--- config.mk ---
export PLATFORM = sky130hd
export DESIGN_NAME = word_concatenator
export DESIGN_NICKNAME = d
export VERILOG_FILES = /design/src/rtl/word_concatenator.sv
export SDC_FILE = /design/constraint.sdc
export NUM_CORES = 1
export LEC_CHECK = 0
export CELL_PAD_IN_SITES_DETAIL_PLACEMENT = 1
export CELL_PAD_IN_SITES_GLOBAL_PLACEMENT = 1
export CORE_UTILIZATION = 42
export DETAILED_ROUTE_END_ITERATION = 7
export GPL_TIMING_DRIVEN = 0
export PLACE_DENSITY_LB_ADDON = 0.1
export SETUP_SLACK_MARGIN = 0.4
export SYNTH_ARGS = -nofsm -noshare
export SYNTH_HDL_FRONTEND = slang
export SYNTH_SLANG_ARGS = --single-unit
--- constraint.sdc ---
create_clock -name i_clock -period 3.6 [get_ports i_clock]
set_input_delay 0.72 -clock i_clock [delete_from_list [all_inputs] [get_ports i_clock]]
set_output_delay 0.72 -clock i_clock [all_outputs]
set_load 0.005 [all_outputs]
--- src/rtl/word_concatenator.sv ---
// Packs WIDTH-bit input words into PACK-word beats, with valid/ready on both sides.
// A frame is NUM_WORDS input words. Its final beat is zero-padded above the last word and flagged last.
module word_concatenator #(
    parameter int WIDTH     = 8,
    parameter int PACK      = 4,
    parameter int NUM_WORDS = 1024
) (
    input  logic                  i_clock,
    input  logic                  i_reset,
    input  logic [WIDTH-1:0]      i_in_data,
    input  logic                  i_in_valid,
    output logic                  o_in_ready,
    output logic [WIDTH*PACK-1:0] o_out_data,
    output logic                  o_out_valid,
    output logic                  o_out_last,
    input  logic                  i_out_ready
);
    localparam int LW        = (PACK > 1) ? $clog2(PACK) : 1;
    localparam int FW        = (NUM_WORDS > 1) ? $clog2(NUM_WORDS) : 1;
    localparam int ACC_LANES = (PACK > 1) ? PACK - 1 : 1;

    logic [LW-1:0]                    lane_q, lane_d;
    logic [FW-1:0]                    frame_q, frame_d;
    logic [ACC_LANES-1:0][WIDTH-1:0]  acc_q;
    logic [PACK-1:0][WIDTH-1:0]       beat;
    logic [WIDTH*PACK-1:0]            data_q, data_d;
    logic                             valid_q, valid_d;
    logic                             last_q, last_d;
    logic                             accept, frame_end, complete;

    assign o_in_ready = !i_reset && (!valid_q || i_out_ready);
    assign accept     = i_in_valid && o_in_ready;
    assign frame_end  = (frame_q == FW'(NUM_WORDS - 1));
    assign complete   = (lane_q == LW'(PACK - 1)) || frame_end;

    // Candidate beat: held lanes below the current lane, new word at it, zeros above.
    for (genvar k = 0; k < PACK; k++) begin : g_lane
        if (k < PACK - 1) begin : g_acc
            assign beat[k] = (LW'(k) < lane_q)  ? acc_q[k]  :
                             (LW'(k) == lane_q) ? i_in_data : '0;
        end else begin : g_top
            assign beat[k] = (LW'(k) == lane_q) ? i_in_data : '0;
        end
    end

    if (PACK > 1) begin : g_accum
        logic [ACC_LANES-1:0][WIDTH-1:0] acc_d;

        always_comb begin
            acc_d = acc_q;
            if (accept) begin
                if (complete) begin
                    acc_d = '0;
                end else begin
                    for (int k = 0; k < PACK - 1; k++) begin
                        if (LW'(k) == lane_q) acc_d[k] = i_in_data;
                    end
                end
            end
        end

        always_ff @(posedge i_clock or posedge i_reset) begin
            if (i_reset) acc_q <= '0;
            else         acc_q <= acc_d;
        end
    end else begin : g_no_accum
        assign acc_q = '0;
    end

    always_comb begin
        lane_d  = lane_q;
        frame_d = frame_q;
        data_d  = data_q;
        valid_d = valid_q;
        last_d  = last_q;
        if (valid_q && i_out_ready) valid_d = 1'b0;
        if (accept) begin
            frame_d = frame_end ? '0 : frame_q + 1'b1;
            if (complete) begin
                lane_d  = '0;
                data_d  = beat;
                valid_d = 1'b1;
                last_d  = frame_end;
            end else begin
                lane_d  = lane_q + 1'b1;
            end
        end
    end

    always_ff @(posedge i_clock or posedge i_reset) begin
        if (i_reset) begin
            lane_q  <= '0;
            frame_q <= '0;
            data_q  <= '0;
            valid_q <= 1'b0;
            last_q  <= 1'b0;
        end else begin
            lane_q  <= lane_d;
            frame_q <= frame_d;
            data_q  <= data_d;
            valid_q <= valid_d;
            last_q  <= last_d;
        end
    end

    assign o_out_data  = data_q;
    assign o_out_valid = valid_q;
    assign o_out_last  = last_q;
endmodule
Yosys cells after proc, flatten, opt, wreduce, memory -nomap -nowiden --
Cells that the tools add are included.
Storage, ports and cells: flip-flop bits (word level) 70, bits of input ports 12, word-level logic and storage cells 49
Cells by class: add/subtract/negate cells 2, $lt $le $gt $ge 3, equal/unequal tests 5, mux-type cells 16, reductions and logical operators 15
Operators by type and width (number):
- 8-bit two-way mux | 10
- 24-bit two-way mux | 1
- 10-bit by 1-bit adder with 10-bit output, second input constant | 1
- 10-bit == test, second input constant | 1
- 10-bit two-way mux | 1
- 2-bit AND reduction | 4
- 2-bit nonzero test | 3
- 2-bit == test, first input constant | 2
- 1-bit by 2-bit < comparator with 1-bit output, first input constant | 2
- 1-bit logical AND | 3
- 1-bit two-way mux | 3
- 2-bit by 1-bit adder with 2-bit output, second input constant | 1
- 1-bit by 2-bit == test with 1-bit output, first input constant | 1
- 2-bit == test, second input constant | 1
- 1-bit logical NOT | 2
- 2-bit logical NOT | 1
- 1-bit logical OR | 2
- 2-bit < comparator, first input constant | 1
- 2-bit two-way mux | 1

Depth between registers and ports, before layout --
depth after elaboration 5, gate-level depth with buffers 7, gate-level depth less buffers 6

Worst setup path before layout --
No wires, ideal clock.
path kind input-to-output, start input port i_reset, end output port o_in_ready, data arrival time 2480 ps, required time 2880 ps, setup slack 400 ps, cell stages on the path 2, path buffers 0, cells stage by stage inv_1 -> and2_1
Between the ends: longest elaborated chain between the ends 2
RTL lines:
- from (decl) | line 9 | input logic i_reset,
- 1-bit logical NOT (no line)
- 1-bit logical AND | line 31 | assign o_in_ready = !i_reset && (!valid_q || i_out_ready);
- to (decl) | line 12 | output logic o_in_ready,
No other way between the ends.

Worst setup path in the final report --
start input port i_out_ready, end output port o_in_ready
Between the ends: longest elaborated chain between the ends 2
RTL lines:
- from (decl) | line 16 | input logic i_out_ready
- 1-bit logical OR | line 31
- 1-bit logical AND | line 31
No other way between the ends.

==> impl_summary.md <==
Outcome
The run finished with clean final reports.

STA
The final period demand of the worst path is 2.76 ns. On the final layout, the worst clock skew is 0.00832 ns. The number of hold violations in the final report is 0.

Headroom to the max-slew limit came out at a little over a third. Setup repair after global routing left no endpoint under its margin. Timing would allow up to 362 MHz.

The tightest hold path in the finished design has a slack of ~0.48 ns. Setup violations remaining at the end of the flow were counted as 0. The count of pins over their slew limit came to 0. The period utilization is 76.7%.

The transition time at the pin with the least slew margin is roughly 0.97 ns.

Worst hold path
The startpoint of the most critical hold path is acc_q[5]$_DFFE_PP0P_. The worst hold path terminates at acc_q[5]$_DFFE_PP0P_. Along the worst hold path, the cell count comes to 2.

The worst hold path belongs to the class register to register.

Floorplanning
After floorplanning, the core was sized to cover ~7300 um^2. The die width is 88.5 um. The floorplan step defined a die boundary enclosing between 7000 and 8000 um^2. The initial cell density of the core is 43.3%. The number of rows created at floorplan is 31. The die is around 90 um tall. During I/O placement, the number of pins put on the boundary was 47.

CTS
CTS built an H-tree with a depth of 3. Clock-pin slew was measured on the worst setup and hold paths at approximately 0.07 ns. The number of buffers added by the clock tree synthesis step is 9. The clock insertion delay at the later pin of the skew report is 0.34 ns. The number of gates resized after CTS is 0.

The buffer cell driving the clock tree root is sky130_fd_sc_hd__clkbuf_8. The cts-stage hold buffer count is 0. The number of post-CTS setup repair buffers is 1. The number of clock sinks seen by CTS is 70. The maximum root-to-sink buffer count is 2.

TritonCTS built the clock tree.

Job
The tool flagged a number of max-cap violations equal to 0.

Placed design
The post-detailed-placement half-perimeter wirelength is 5720 um. The number of port buffers is 46. The congestion estimate from routability-driven global placement came to 0.816.

Power
The maximum VDD drop is between 0.3 and 0.4 mV. The power per standard cell area is 771 nW/um^2. In this run the static leakage power is 1.68 nW.

Logic synthesis
By area the synthesized netlist is led by sky130_fd_sc_hd__dfrtp_1 (56%), sky130_fd_sc_hd__o21ai_0 (7.8%), sky130_fd_sc_hd__a22o_1 (6.4%). The synthesized netlist occupies a cell area of around 3100 um^2. Synthesis handed over a netlist of 302 instances. A synthesized cell averages 10.4 um^2. Counting flops with an async set or reset pin after synthesis yields a share of 100%. During synthesis, Yosys emitted a total of 0 warnings. The net count of the mapped netlist is between 300 and 400. Counting flops with a built-in enable in the synthesized netlist gives 0. The synthesized netlist contains 36 unique library cells. In this run, synthesis produced a sequential element count of 70. The proportion of netlist area held by the largest area contributor is 55.8%. The synthesized design spends more area on one cell type than any other, namely sky130_fd_sc_hd__dfrtp_1. Summing the sequential cell areas from Yosys gives ~56% of the chip area. The most used flip-flop cell after synthesis is sky130_fd_sc_hd__dfrtp_1.

Detailed routing
The number of vias per cell after detailed routing is 5.63. The detail route stage leaves a number of antenna-violating nets equal to 0. In the final routed layout, each cell accounts on average for 18.0 um.

The pre-antenna-repair detailed-routing pass consisted of 4 iterations. The via count is 2618. The iteration-0 DRC count of the detailed router is roughly 150. The DRC violation count after routing is 0. The routed design has 8370 um of wire.

Critical path
The start-to-end type of the worst setup path is input port to output pin. The required time of the worst setup path is 2.88 ns. The count of cells along the worst register-to-register path is 7. The kind of start point of the critical path is an input port. The reg2reg setup slack is 1.19 ns. The data arrival at the endpoint of the critical path is 2.04 ns. The worst setup path is captured at an output pin.

The largest fanout on the critical path is 7. In this run the critical register-to-register path is launched from lane_q[1]$_DFFE_PP0P_. The endpoint of the worst-slack reg-to-reg timing path is acc_q[1]$_DFFE_PP0P_.

Global routing
The via count of the first global-routing pass was roughly 2600. The number of antenna violations at the first check in global routing was 0. In the global route stage, overall resource usage came out at 23.9%. For this run the aggregate overflow at the end of global routing stands at 0.

The first-pass GRT wire length is 13600 um. Entering global routing, the biggest net connects 35 pins.

Final layout
The count of filler cells inserted in the layout is between 800 and 900. The repair_antennas step left the layout with diodes totalling 0. At the end of the flow the core is filled with cells to 54.0%. The share of cells above drive strength 1 is 9.56%. The number of nets in the finished design is 380. Relative to the synthesized area, the layout overhead comes to 24.7%.
==> worst max path at each step <==
stage,from,to,slack [ns]
5_1_grt,i_out_ready,o_in_ready,0.76
3_5_place_dp,i_reset,o_in_ready,0.007
4_1_cts,i_out_ready,o_in_ready,0.84
2_1_floorplan,i_reset,o_in_ready,0.80
6_report,i_out_ready,o_in_ready,0.84
3_3_place_gp,i_reset,o_in_ready,-0.67
==> stage by stage <==
step	cells	setup TNS [ns]	instance area (um^2)	worst slack (ns)	total power [W]
after CTS	465	0	3920	0.842	0.00305
after global placement	447	-0.672	3730	-0.672	0.00246
final	465	0	3920	0.838	0.00302
after global routing	465	0	3920	0.763	0.00326
after detailed placement	448	0	3750	0.00659	0.00251
after floorplan	302	0	3140	0.797	0.00193
==> worst max-delay path: stages <==
cell and delay, ns:
sky130_fd_sc_hd__clkdlybuf4s50_1 0.44, sky130_fd_sc_hd__nand2b_1 0.22, sky130_fd_sc_hd__and2_1 0.16, sky130_fd_sc_hd__clkdlybuf4s50_1 0.49
==> kinds of logic after synthesis <==
group / count (synthesis) / synth area share, %
fa+ha+maj: 6 / 2.39
flops: 70 / 55.8
xor+xnor: 5 / 1.39
mux: 6 / 1.95
buf+inv: 26 / 3.82
simple gates: 66 / 10.7
compound gates: 123 / 24.0
==> synth_stat cells (2+ instances only) <==
library cell and instances:
sky130_fd_sc_hd__nand2_1 25, sky130_fd_sc_hd__xnor2_1 2, sky130_fd_sc_hd__xor2_1 3, sky130_fd_sc_hd__and2_1 2, sky130_fd_sc_hd__inv_1 5, sky130_fd_sc_hd__and3_4 2
sky130_fd_sc_hd__mux2i_1 5, sky130_fd_sc_hd__a22oi_1 7, sky130_fd_sc_hd__nor3_1 6, sky130_fd_sc_hd__a21oi_1 20, sky130_fd_sc_hd__buf_2 6, sky130_fd_sc_hd__nand3_1 2
sky130_fd_sc_hd__a31oi_1 8, sky130_fd_sc_hd__buf_6 2, sky130_fd_sc_hd__a32o_1 2, sky130_fd_sc_hd__nor2b_1 9, sky130_fd_sc_hd__o21ai_0 49, sky130_fd_sc_hd__o21ai_1 11
sky130_fd_sc_hd__dfrtp_1 70, sky130_fd_sc_hd__ha_1 6, sky130_fd_sc_hd__nor2_1 12, sky130_fd_sc_hd__a22o_1 23, sky130_fd_sc_hd__clkbuf_1 12
==> flip-flops by register name, summed over array words and instances (netlist names) <==
register	cells
acc_q	24
frame_q	10
o_out_data	32
o_out_valid	1
lane_q	2
o_out_last	1
==> layout by cell type (no fill, tap or decap), types with 11 or more instances in the layout <==
cell	synthesis	routed
sky130_fd_sc_hd__a21oi_1	20	20
sky130_fd_sc_hd__a22o_1	23	23
sky130_fd_sc_hd__clkbuf_1	12	13
sky130_fd_sc_hd__clkdlybuf4s50_1	0	46
sky130_fd_sc_hd__dfrtp_1	70	70
sky130_fd_sc_hd__nand2_1	25	25
sky130_fd_sc_hd__nor2_1	12	12
sky130_fd_sc_hd__o21ai_0	49	49
sky130_fd_sc_hd__o21ai_1	11	11
==> cell type report <==
| type | instances | area [um^2] | share of cell area (%) |
|---|---|---|---|
| repair inverters | 1 | 5.00 | 0.128 |
| plain buffers | 21 | 101 | 2.59 |
| clock inverters | 5 | 27.5 | 0.703 |
| multi-input cells | 206 | 1270 | 32.4 |
| clock buffers | 10 | 128 | 3.26 |
| well taps | 99 | 124 | 3.16 |
| inverters | 5 | 22.5 | 0.575 |
| flip-flops and latches | 70 | 1750 | 44.7 |
| repair buffers | 48 | 488 | 12.5 |
==> report_power, final <==
part | leakage [nW] | internal, W | switching [W]
Sequential | 0.890 | 0.00112 | 0.000195
Combinational | 0.708 | 0.000633 | 0.000549
Clock | 0.0817 | 0.000241 | 0.000285
Total | 1.68 | 0.00199 | 0.00103
==> layer usage <==
layer  wire length, um  vias to the layer above  global-route usage (%)  part of all wire [%]
li1                  -                     1212                       -                     -
met1              4070                     1341                    33.9                    49
met2              3940                       54                    37.9                    47
met3               222                       11                    2.80                   2.7
met4               138                        0                    8.94                   1.6
met5                 0                        -                       0                     0
Note: power is estimated with default switching activity, not from simulation.
